File: config.mk
export PLATFORM = sky130hd
export DESIGN_NAME = pdm_mic_buffer
export DESIGN_NICKNAME = d
export VERILOG_FILES = /design/src/rtl/pdm_mic_buffer.sv
export SDC_FILE = /design/constraint.sdc
export NUM_CORES = 1
export LEC_CHECK = 0
export BUFFER_PORTS_ARGS = -buffer_cell sky130_fd_sc_hd__buf_2
export CORE_ASPECT_RATIO = 1.25
export CORE_UTILIZATION = 50
export CTS_CLUSTER_DIAMETER = 30
export DETAILED_ROUTE_END_ITERATION = 10
export PLACE_DENSITY = 0.68
export SLEW_MARGIN = 20
export SYNTH_ARGS = -nofsm -noshare
export SYNTH_HDL_FRONTEND = slang
export SYNTH_SLANG_ARGS = --single-unit
File: constraint.sdc
create_clock -name mclk -period 2.2 [get_ports mclk]
set_input_delay 0.22 -clock mclk [delete_from_list [all_inputs] [get_ports mclk]]
set_output_delay 0.22 -clock mclk [all_outputs]
set_load 0.03 [all_outputs]
File: src/rtl/pdm_mic_buffer.sv
// PDM microphone capture buffer: synchronizes the 1-bit mic stream, waits out the
// mic start-up settle window, then stores samples in a bit-wide circular FIFO.
//
// state   | meaning
// IDLE    | capture stopped; FIFO may still be drained
// SETTLE  | mic warming up; samples discarded until the settle counter reaches 0
// CAPTURE | writing one sample every SAMPLE_DIV mclk cycles
module pdm_mic_buffer #(
    parameter int DEPTH      = 64,
    parameter int AW         = 6,
    parameter int SETTLE_CYC = 1024,
    parameter int SAMPLE_DIV = 1
) (
    input  logic          mclk,
    input  logic          reset,
    input  logic          enable,
    input  logic          micData,
    input  logic          rd_toggle,
    output logic          dout,
    output logic          empty,
    output logic          full,
    output logic          overflow,
    output logic [AW:0]   count,
    output logic          capturing
);

    localparam int SW = $clog2(SETTLE_CYC + 1);
    localparam int DW = (SAMPLE_DIV > 1) ? $clog2(SAMPLE_DIV) : 1;

    typedef enum logic [1:0] {
        IDLE    = 2'd0,
        SETTLE  = 2'd1,
        CAPTURE = 2'd2
    } state_t;

    state_t          state;
    logic [SW-1:0]   settle_cnt;
    logic [DW-1:0]   divider;
    logic            mic_meta;
    logic            mic_s;
    logic            rd_q;
    logic [DEPTH-1:0] mem;
    logic [AW-1:0]   wr_ptr;
    logic [AW-1:0]   rd_ptr;
    logic            wr_stb;
    logic            pop;
    logic            pop_ok;
    logic            wr_ok;
    logic [AW:0]     count_next;

    always_ff @(posedge mclk) begin
        if (reset) begin
            state      <= IDLE;
            settle_cnt <= '0;
            divider    <= '0;
            capturing  <= 1'b0;
        end else begin
            case (state)
                IDLE: begin
                    if (enable) begin
                        state      <= SETTLE;
                        settle_cnt <= SW'(SETTLE_CYC - 1);
                    end
                end
                SETTLE: begin
                    if (!enable) begin
                        state <= IDLE;
                    end else if (settle_cnt == '0) begin
                        state     <= CAPTURE;
                        divider   <= '0;
                        capturing <= 1'b1;
                    end else begin
                        settle_cnt <= settle_cnt - 1'b1;
                    end
                end
                CAPTURE: begin
                    if (!enable) begin
                        state     <= IDLE;
                        capturing <= 1'b0;
                    end else if (divider == DW'(SAMPLE_DIV - 1)) begin
                        divider <= '0;
                    end else begin
                        divider <= divider + 1'b1;
                    end
                end
                default: begin
                    state     <= IDLE;
                    capturing <= 1'b0;
                end
            endcase
        end
    end

    // Dropping enable suppresses the write in the same cycle the FSM leaves CAPTURE.
    assign wr_stb = (state == CAPTURE) && enable && (divider == DW'(SAMPLE_DIV - 1));
    assign pop    = rd_toggle ^ rd_q;
    assign pop_ok = pop & ~empty;
    // A pop in the same cycle frees the slot, so a write into a full FIFO still lands.
    assign wr_ok  = wr_stb & (~full | pop_ok);

    always_comb begin
        count_next = count;
        if (wr_ok && !pop_ok) begin
            count_next = count + 1'b1;
        end else if (pop_ok && !wr_ok) begin
            count_next = count - 1'b1;
        end
    end

    always_ff @(posedge mclk) begin
        if (reset) begin
            mic_meta <= 1'b0;
            mic_s    <= 1'b0;
            rd_q     <= 1'b0;
            mem      <= '0;
            wr_ptr   <= '0;
            rd_ptr   <= '0;
            count    <= '0;
            empty    <= 1'b1;
            full     <= 1'b0;
            overflow <= 1'b0;
        end else begin
            mic_meta <= micData;
            mic_s    <= mic_meta;
            rd_q     <= rd_toggle;
            if (wr_ok) begin
                mem[wr_ptr] <= mic_s;
                wr_ptr      <= wr_ptr + 1'b1;
            end
            if (wr_stb && !wr_ok) begin
                overflow <= 1'b1;
            end
            if (pop_ok) begin
                rd_ptr <= rd_ptr + 1'b1;
            end
            count <= count_next;
            empty <= (count_next == '0);
            full  <= (count_next == (AW + 1)'(DEPTH));
        end
    end

    // Fall-through head; stale bits are visible while empty and are don't-care.
    assign dout = mem[rd_ptr];

endmodule

---- After elaboration in Yosys (flattened, before gate mapping) ----
Index checks and enable logic that the tools add are counted.
word-level totals
  bits in registers ....................... 104
  input bits .............................. 5
  output and inout bits ................... 12
  logic and storage cells ................. 83
cells by class
  add/sub/neg operators ................... 6
  $lt $le $gt $ge ......................... 3
  eq/ne operators ......................... 10
  multiplexer cells ....................... 25
  bitwise logic cells ..................... 8
  reduce and logical (&&, ||, !) cells .... 17
operators by type and width
  kind                                                                          count
  64-bit bitwise mux                                                            1
  11-bit two-way mux                                                            3
  11-bit case mux with 2 select lines                                           1
  6-bit by 7-bit less-than comparator with 1-bit output, second input constant  2
  7-bit two-way mux                                                             2
  6-bit by 1-bit adder with 6-bit output, second input constant                 2
  2-bit != test, second input constant                                          6
  4-bit AND reduction                                                           3
  11-bit logical NOT                                                            1
  11-bit by 1-bit subtractor with 11-bit output, second input constant          1
  1-bit two-way mux                                                             9
  2-bit two-way mux                                                             4
  7-bit by 1-bit adder with 7-bit output, second input constant                 1
  7-bit equality test, second input constant                                    1
  7-bit logical NOT                                                             1
  7-bit by 1-bit subtractor with 7-bit output, second input constant            1
  1-bit binary-select mux with 6-bit select                                     1
  1-bit demux with 6-bit select                                                 1
  6-bit by 1-bit >= comparator with 1-bit output, second input constant         1
  1-bit logical AND                                                             6
  2-bit case mux with 3 select lines                                            1
  1-bit NOT                                                                     4
  2-bit nonzero test                                                            2
  3-bit != test, second input constant                                          1
  other kinds (11)                                                              13

---- Longest topological paths before layout ----
Gate-level depths: netlist of run 1.
  depth after elaboration ................. 9
  mapped depth ............................ 8
  gate-level depth less buffers ........... 8

---- Least setup slack after synthesis of run 1 ----
Ideal clock, no wire load.
  kind .................................... reg-to-output
  start ................................... register rd_ptr[1]
  end ..................................... output port dout
  arrival time ............................ 1.916 ns
  required time ........................... 1.980 ns
  path slack .............................. 0.064 ns
  cell stages (with the launch flop) ...... 7
  buffers on the path ..................... 1
  cells stage by stage .................... dfxtp_1 > buf_6 > mux4_1 > mux4_2 > nor2b_4 > a211oi_2 > a21oi_1
between the ends
  cells in the longest elaborated chain, start to end .. 2
RTL lines
  element                                    RTL line  RTL
  from (decl)                                44        logic [AW-1:0] rd_ptr;
  from (signal assigned)                     134       rd_ptr <= rd_ptr + 1'b1;
  1-bit binary-select mux with 6-bit select  143       assign dout = mem[rd_ptr];
  1-bit two-way mux (implied by the code)    143
  to (decl)                                  19        output logic dout,
No other way between the ends. The select of a mux whose other input is x is not followed.

---- Worst setup path in the final report of run 1 ----
Same ends and word-level chain as after synthesis.

==> results of run 1 <==
==> worst reg2reg max path: stages (launching register included) <==
cell,delay (ns)
dfxtp_1,0.35
or3_1,0.37
or3_1,0.32
o22ai_1,0.18
xnor2_1,0.17
o311ai_1,0.19
nor4b_2,0.26
==> routing by layer <==
metal / up-vias / GRT usage / part of all wire
li1: 2201 / - / -
met1: 2103 / 0.275 / 0.44
met2: 100 / 0.418 / 0.50
met3: 17 / 0.0299 / 0.033
met4: 0 / 0.0964 / 0.025
met5: - / 0 / 0
==> power breakdown <==
| part | switching (mW) | internal [mW] | total (mW) |
|---|---|---|---|
| registers | 0.110 | 1.96 | 2.07 |
| logic | 0.567 | 0.395 | 0.962 |
| clock network | 0.689 | 0.973 | 1.66 |
| total | 1.37 | 3.33 | 4.69 |
==> per-stage QoR <==
stage	utilization	setup WS, ns	total power [mW]
5_1_grt	0.570	-0.449	4.90
2_1_floorplan	-	0.0637	2.80
4_1_cts	0.569	-0.382	4.71
3_5_place_dp	0.538	-0.154	3.06
6_report	0.570	-0.368	4.69
3_3_place_gp	0.538	-0.131	3.04
==> state kept, by name, summed over array words and instances, names as in the netlist <==
signal      cells
rd_ptr          6
overflow        1
settle_cnt     11
mic_s           1
wr_ptr          6
mem            64
capturing       1
empty           1
state           2
full            1
count           7
rd_q            1
mic_meta        1
==> final timing paths <==
kind | from | to | slack, ns
worst max-delay path | rd_ptr[1] | dout | -0.37
worst min-delay path | micData | mic_meta | 0.09
worst max register to register | count[1] | full | 0.27
worst min register to register | mic_meta | mic_s | 0.45
==> logic make-up (layout without fill, tap and decap cells) <==
group,after synthesis,count (layout)
DFF,103,103
buffers and inverters,60,67
AOI/OAI and AO/OA,170,170
and+or+nand+nor,248,248
xor gates and xnor gates,23,23
adders and majority gates,6,6
muxes,24,24
==> repair_timing <==
item | in CTS | in global routing
setup endpoints to repair | 1 | 1
pin swaps | 1 | 0
setup buffers | 0 | 2
gates resized for setup | 8 | 0
==> cells in the mapped netlist (2+ instances only) <==
master,n,area (sq um)
a21oi_1,79,395
a31oi_1,3,18.8
and2_1,5,31.3
and3_1,4,25.0
buf_1,6,22.5
buf_2,7,35.0
clkbuf_1,34,128
dfxtp_1,103,2060
ha_1,6,75.1
inv_1,7,26.3
mux2i_1,5,50.1
mux4_1,9,236
mux4_2,10,225
nand2_1,85,319
nand2b_1,3,18.8
nand3_1,14,70.1
nand3b_1,5,37.5
nand4_1,5,31.3
nand4b_1,5,43.8
nand4b_2,2,30.0
nor2_1,92,345
nor2b_1,8,50.1
nor3_1,4,20.0
o21ai_0,13,65.1
o21ai_1,60,300
o22ai_1,2,12.5
o31ai_1,2,15.0
or3_1,5,31.3
xnor2_1,8,70.1
xor2_1,15,131
==> cell type report <==
| class | instances | share of cell area |
|---|---|---|
| Timing Repair Buffer | 43 | 0.0573 |
| Multi-Input combinational cell | 471 | 0.497 |
| Clock inverter | 3 | 0.00695 |
| Clock buffer | 13 | 0.0469 |
| Sequential cell | 103 | 0.359 |
| Inverter | 8 | 0.00521 |
| Tap cell | 129 | 0.0280 |
==> reports/metrics.yaml, run 1 <==
status: "complete, but fails checks"
failed_checks: "setup timing"
wl_mm: 11.7
final_cell_mix: "dfxtp_1, nor2_1, nand2_1"
min_path_cells: 2
finalNetCount: 647
fin_setup_tns_ns: -0.368
power_density_nw_per_um2: 814
maxCapViolations: 0
multi_input_area_sq_um: 2860
cpMostUsedCell: "mux4_2"
path_class: "register to output pin"
hold_violations: 0
synthArstFlopShare: 0
first_pass_iters: 5
whs_ns: 0.0925
rsz0062_at_grt: "true"
finalMaxSlewViolations: 0
setup_slack_ns: -0.368
crit_family: "multiplexers"
synth_adder_area_share: 0.0144
reg2reg_depth: 6
numCtsBuffers: 9
grt_pass1_wl_mm: 19.6
drcViolationCount: 0
wl_per_cell_microns: 15.1
die_area_sq_um: 10800
core-area_sq_um: 10100
critPathBufInv: 2
viasPerCell: 5.74
tightest_slew_ns: 0.686
dp_cells: 752
ios: 17
max-slew-margin-rel: 0.541
overflow: 0
grt_antenna_before_repair: 0
drt-initial-drc-count: 278
finalCritPeriodShare: 1.17
design_area_sq_um: 5760
placed_cell_area_sq_um: 5430
die_w_microns: 93.3
grt_max_degree: 65
cp.required_ns: 1.98
clockBufferDepth: 2
crit_path_end_kind: "output pin"
fmax_ghz: 0.389
hp-class: "input port to register"
ir_drop_mv: 0.513
cp_max_fo: 5
skew_ns: 0.00756
syn_area_sq_um: 5210
drive_above_1_share: 0.133
p_leak_nw: 1.95
period_needed_ns: 2.57
root_buffer: "clkbuf_16"
std_cell_rows: 41
synth_mux_area_frac: 0.0982
grt_usage: 0.231
max_stage_delay_ns: 0.50
holdBufCountCts: 0
crit_chain: "buf_12 > mux4_2 > mux4_2 > nor2b_4 > a211oi_2 > a21oi_1 > buf_4"
synthCells: 634
synth-simple-area-share: 0.226
synth_flop_cell: "dfxtp_1"
die_y_microns: 116
nFillCells: 905
fin_cells: 770
avgSynthCellArea_sq_um: 8.22
h-tree-depth: 3
drt.antenna.violating_nets: 0
antenna_cells: 0
cts_tree: "done"
setup_viol: 1
synth_compound_area_frac: 0.175
start_util: 0.516
synth_cell_types: 58
cts.sinks: 103
synth.net_count: 645
port_buffers: 16
final-seq-area_sq_um: 2070
synth-xor-area-share: 0.0387
crit_path_start_kind: "register"
critPathSlowestCell: "mux4_2"
synth_seq_cells: 103
cp.arrival_ns: 2.35
final_common_cell: "dfxtp_1"
grt_pass1_vias: 4133
hpwlAfterDp_mm: 7.75
yosysWarnings: 0
clkLatencyLatePin_ns: 0.34
crit_cells: 7
vias: 4421
clkTransAtPathRegs_ns: 0.07
ys_seq_area_frac: 0.396
place.gp.congestion: 0.835
synth_edf_count: 0
synth_top_family_by_area: "simple AND/OR/NAND/NOR gates"
area_growth_pct: 10.6
Power figures use the tool's default switching activity.
==> inputs of run 2 (changes only) <==
Settings changed: CORE_UTILIZATION 50 to 47, PLACE_DENSITY 0.68 to 0.65.
==> run 2 against run 1 <==
  * First-iteration DRC count up 8.3%
  * Via count down 1.3%
  * The flow still finishes with violations (setup timing)
  * Design area down 0.39%
  * Critical path depth unchanged
  * Register-to-register slack worse by 0.06 ns
  * Sequential share of layout area up 0.14 points
  * Maximum frequency up 1.3%
  * Die area up 6.3%
  * Worst setup slack better by 0.032 ns
==> reports/metrics.yaml, run 2 (synthesis results as in run 1) <==
overflow: 0  # unchanged
drcViolationCount: 0  # unchanged
whs_ns: 0.102  # was 0.0925 ns
ir_drop_mv: 0.486  # was 0.513 mV
grt_pass1_wl_mm: 19.5  # was 19.6 mm
rsz0062_at_grt: "true"  # unchanged
crit_path_end_kind: "output pin"  # unchanged
drive_above_1_share: 0.130  # was 0.133
viasPerCell: 5.67  # was 5.74
clockBufferDepth: 2  # unchanged
place.gp.congestion: 0.807  # was 0.835
maxCapViolations: 0  # unchanged
nFillCells: 978  # was 905
die_y_microns: 120  # was 116 microns
status: "complete, but fails checks"  # unchanged
regMostFlops: "mem"  # unchanged
wl_mm: 11.5  # was 11.7 mm
start_util: 0.489  # was 0.516
grt_antenna_before_repair: 0  # unchanged
final_common_cell: "dfxtp_1"  # unchanged
setup_viol: 1  # unchanged
pre_cts_ws_ns: -0.122  # was -0.154 ns
path_class: "register to output pin"  # unchanged
clkLatencyLatePin_ns: 0.34  # about the same
clkTransAtPathRegs_ns: 0.07  # about the same
die_area_sq_um: 11500  # was 10800 sq um
drt.antenna.violating_nets: 0  # unchanged
port_buffers: 16  # unchanged
root_buffer: "clkbuf_16"  # unchanged
design_power_total_mw: 4.64  # was 4.69 mW
grt_max_degree: 73  # was 65
hp-class: "input port to register"  # unchanged
ios: 17  # unchanged
h-tree-depth: 3  # unchanged
std_cell_rows: 42  # was 41
vias: 4362  # was 4421
grt_pass1_vias: 4181  # was 4133
finalNetCount: 644  # was 647
first_pass_iters: 5  # unchanged
finalCritPeriodShare: 1.15  # was 1.17
placed_cell_area_sq_um: 5430  # about the same
area_growth_pct: 10.1  # was 10.6%
hpwlAfterDp_mm: 7.56  # was 7.75 mm
cts.sinks: 103  # unchanged
max-slew-margin-rel: 0.562  # was 0.541
top_regs: "mem: 64 flops, settle_cnt: 11 flops, count: 7 flops"  # unchanged
p_leak_nw: 1.92  # was 1.95 nW
grt_usage: 0.217  # was 0.231
design_area_sq_um: 5740  # was 5760 sq um
final_cell_mix: "dfxtp_1, nor2_1, nand2_1"  # unchanged
fin_util: 0.538  # was 0.570
cp.arrival_ns: 2.32  # was 2.35 ns
crit_path_start_kind: "register"  # unchanged
cts_tree: "done"  # unchanged
tightest_slew_ns: 0.658  # was 0.686 ns
wl_per_cell_microns: 15.0  # was 15.1 microns
drt-initial-drc-count: 301  # was 278
core-area_sq_um: 10700  # was 10100 sq um
period_needed_ns: 2.54  # was 2.57 ns
setup_slack_ns: -0.336  # was -0.368 ns
finalMaxSlewViolations: 0  # unchanged
skew_ns: 0.00621  # was 0.00756 ns
cp_max_fo: 4  # was 5
numCtsBuffers: 9  # unchanged
largest_reg_flops: 64  # unchanged
hold_violations: 0  # unchanged
power_density_nw_per_um2: 808  # was 814 nW/um^2
cp.required_ns: 1.98  # about the same
antenna_cells: 0  # unchanged
die_w_microns: 96.2  # was 93.3 microns
failed_checks: "setup timing"  # unchanged
fmax_ghz: 0.394  # was 0.389 GHz
## run 2: changes by cell type in the layout (fill, tap and decap cells not counted), sizes merged
cell    change
buf         -3
clkbuf      -2
clkinv      +1
## run 2: final timing paths
| kind | start | end | slack [ns] | depth (start not counted) |
|---|---|---|---|---|
| worst min-delay path | micData | mic_meta | 0.10 | 2 |
| worst max-delay path | rd_ptr[1] | dout | -0.34 | 7 |
| worst max register to register | state[0] | full | 0.21 | 6 |
| worst min register to register | mic_meta | mic_s | 0.44 | 1 |
## run 2: layout make-up
class	count	area, sq um	area share
clock buffer	11	253	0.0440
clock inverter	4	45.0	0.00785
inverter	8	30.0	0.00523
multi-input combinational	471	2860	0.498
sequential	103	2070	0.360
tap	132	165	0.0288
timing repair buffer	40	320	0.0558
## run 2: metal layers
metal  vias up  wire, microns  part of all wire  track usage
met4         0            244             0.021       0.0896
met3        17            315             0.027       0.0253
met1      2070           5280              0.46        0.271
li1       2194              -                 -            -
met2        81           5710              0.49        0.373
met5         -              0                 0            0
## run 2: what timing repair did
action	CTS	global route
resized for setup	9	0
hold buffers	0	0
pin swaps	1	0
endpoints found under the setup margin	1	1
setup buffers	2	0
## run 2: per-stage QoR
step / std cells / setup TNS [ns]
after floorplan: 634 / 0
after global placement: 752 / -0.136
after detailed placement: 752 / -0.122
after CTS: 769 / -0.352
after global routing: 769 / -0.401
final: 769 / -0.336
## run 2: critical path, cell delays in order, from the launching register on
cell and delay (ns):
dfxtp_4 0.37, buf_12 0.11, mux4_2 0.48, mux4_2 0.49, nor2b_4 0.14, a211oi_2 0.14
a21oi_1 0.06, buf_4 0.17
## run 2: where the power goes
group / total, mW / internal, mW / switching (mW)
registers: 2.06 / 1.96 / 0.100
logic: 0.968 / 0.394 / 0.574
clock network: 1.61 / 0.932 / 0.680
total: 4.64 / 3.28 / 1.35
==> inputs of run 3 (changes only) <==
Settings changed: CORE_ASPECT_RATIO 1.25 to not set.
==> run 3 against run 2 <==
  * The run still ends with setup timing left
  * Critical endpoint unchanged
  * Worst hold slack worse by 0.033 ns
  * Clock power is 34% lower
  * Highest routed layer unchanged
  * Via count hardly changed
  * Clock-buffer cell count is 1 higher
  * Global-route usage is 0.14 points lower
  * Clock skew is 0.0036 ns higher
  * Maximum frequency is 2.6% lower
==> reports/metrics.yaml, run 3 (synthesis results as in run 1) <==
status: "complete, but fails checks"  # unchanged
failed_checks: "setup timing"  # unchanged
antenna_cells: 0  # unchanged
crit_path_start_kind: "register"  # unchanged
multi_input_area_sq_um: 2860  # about the same
root_buffer: "clkbuf_8"  # was clkbuf_16
ios: 17  # unchanged
drcViolationCount: 0  # unchanged
grt_usage: 0.216  # was 0.217
largest_reg_flops: 64  # unchanged
met1_length_mm: 5.79  # was 5.28 mm
hp-class: "input port to register"  # unchanged
drt.antenna.violating_nets: 0  # unchanged
first_pass_iters: 7  # was 5
crit_path_end_kind: "output pin"  # unchanged
wl_mm: 11.7  # was 11.5 mm
maxCapViolations: 0  # unchanged
final_cell_mix: "dfxtp_1, nor2_1, nand2_1"  # unchanged
fin_setup_tns_ns: -0.403  # was -0.336 ns
period_needed_ns: 2.60  # was 2.54 ns
final_common_cell: "dfxtp_1"  # unchanged
place.gp.congestion: 0.803  # was 0.807
cts_tree: "done"  # unchanged
die_area_sq_um: 11500  # about the same
finalMaxSlewViolations: 0  # unchanged
drt-initial-drc-count: 325  # was 301
tightest_slew_ns: 0.660  # was 0.658 ns
grt_antenna_before_repair: 0  # unchanged
numCtsBuffers: 9  # unchanged
grt_pass1_vias: 3871  # was 4181
wl_met3_microns: 356  # was 315 microns
routed.top_layer: "met4"  # unchanged
hold_violations: 0  # unchanged
core-area_sq_um: 10800  # was 10700 sq um
regMostFlops: "mem"  # unchanged
rsz0062_at_grt: "true"  # unchanged
final-seq-area_sq_um: 2060  # was 2070 sq um
p_leak_nw: 1.82  # was 1.92 nW
holdBufCountCts: 0  # unchanged
wl_per_cell_microns: 15.1  # was 15.0 microns
vias: 4363  # was 4362
grt_pass1_wl_mm: 19.6  # was 19.5 mm
cp_max_fo: 8  # was 4
top_regs: "mem: 64 flops, settle_cnt: 11 flops, count: 7 flops"  # unchanged
die_y_microns: 107  # was 120 microns
finalNetCount: 640  # was 644
path_class: "register to output pin"  # unchanged
ir_drop_mv: 0.585  # was 0.486 mV
max-slew-margin-rel: 0.559  # was 0.562
drive_above_1_share: 0.126  # was 0.130
cp.required_ns: 1.98  # about the same
h-tree-depth: 3  # unchanged
clkLatencyLatePin_ns: 0.38  # was 0.34 ns
fmax_ghz: 0.384  # was 0.394 GHz
viasPerCell: 5.64  # was 5.67
clockBufferDepth: 2  # unchanged
pre_cts_ws_ns: -0.111  # was -0.122 ns
nFillCells: 1025  # was 978
setup_slack_ns: -0.403  # was -0.336 ns
cts_setup_buffers: 0  # was 2
overflow: 0  # unchanged
power_density_nw_per_um2: 731  # was 808 nW/um^2
wl_met2_mm: 5.35  # was 5.71 mm
skew_ns: 0.00983  # was 0.00621 ns
area_growth_pct: 6.67  # was 10.1%
cts.sinks: 103  # unchanged
clkTransAtPathRegs_ns: 0.10  # was 0.07 ns
port_buffers: 16  # unchanged
std_cell_rows: 38  # was 42
setup_viol: 1  # unchanged
hpwlAfterDp_mm: 7.78  # was 7.56 mm
start_util: 0.481  # was 0.489
die_w_microns: 107  # was 96.2 microns
cp.arrival_ns: 2.38  # was 2.32 ns
finalCritPeriodShare: 1.18  # was 1.15
grt_max_degree: 82  # was 73
==> run 3: path summary, 6_finish.rpt <==
path,endpoint,slack [ns],cells after the start,from
hold / removal,mic_meta,0.07,2,micData
hold reg to reg,mic_s,0.45,1,mic_meta
setup / recovery,dout,-0.40,6,rd_ptr[1]
setup reg to reg,full,0.22,6,count[1]
==> run 3: final cells by class <==
type                    instances  area share
flip-flops and latches        103       0.371
clock buffers                  12      0.0261
repair buffers                 36      0.0470
multi-input cells             471       0.515
well taps                     140      0.0315
inverters                       8     0.00540
clock inverters                 3     0.00360
==> run 3: worst max-delay path: stages, from the launching register on <==
cell      delay, ns
dfxtp_2        0.36
buf_12         0.14
mux4_2         0.50
mux4_2         0.53
a211oi_2       0.26
a21oi_2        0.06
buf_6          0.14
==> run 3: per-stage QoR <==
step	hold slack [ns]	util	power, mW	cells	area, sq um
2_1_floorplan	0.348	-	2.80	634	5210
5_1_grt	0.0603	0.513	4.28	773	5560
6_report	0.0694	0.513	4.06	773	5560
4_1_cts	0.0567	0.513	4.10	773	5560
3_3_place_gp	0.431	0.498	3.01	758	5400
3_5_place_dp	0.438	0.498	3.03	758	5400
==> run 3: power breakdown <==
| group | internal, mW | total [mW] | switching (mW) |
|---|---|---|---|
| Clock | 0.435 | 1.07 | 0.631 |
| Combinational | 0.366 | 0.929 | 0.563 |
| Sequential | 1.96 | 2.07 | 0.111 |
| Total | 2.76 | 4.06 | 1.31 |
==> run 3: per-layer routing <==
metal  up-vias  GRT usage
met5         -          0
met4         0     0.0851
met3        11     0.0327
met2        91      0.329
met1      2066      0.307
li1       2195          -
==> run 3: timing repair <==
item                       CTS  global route
setup endpoints to repair    1            50
resized for setup            8             2
hold endpoints to repair     0             0
pin swaps                    1             0
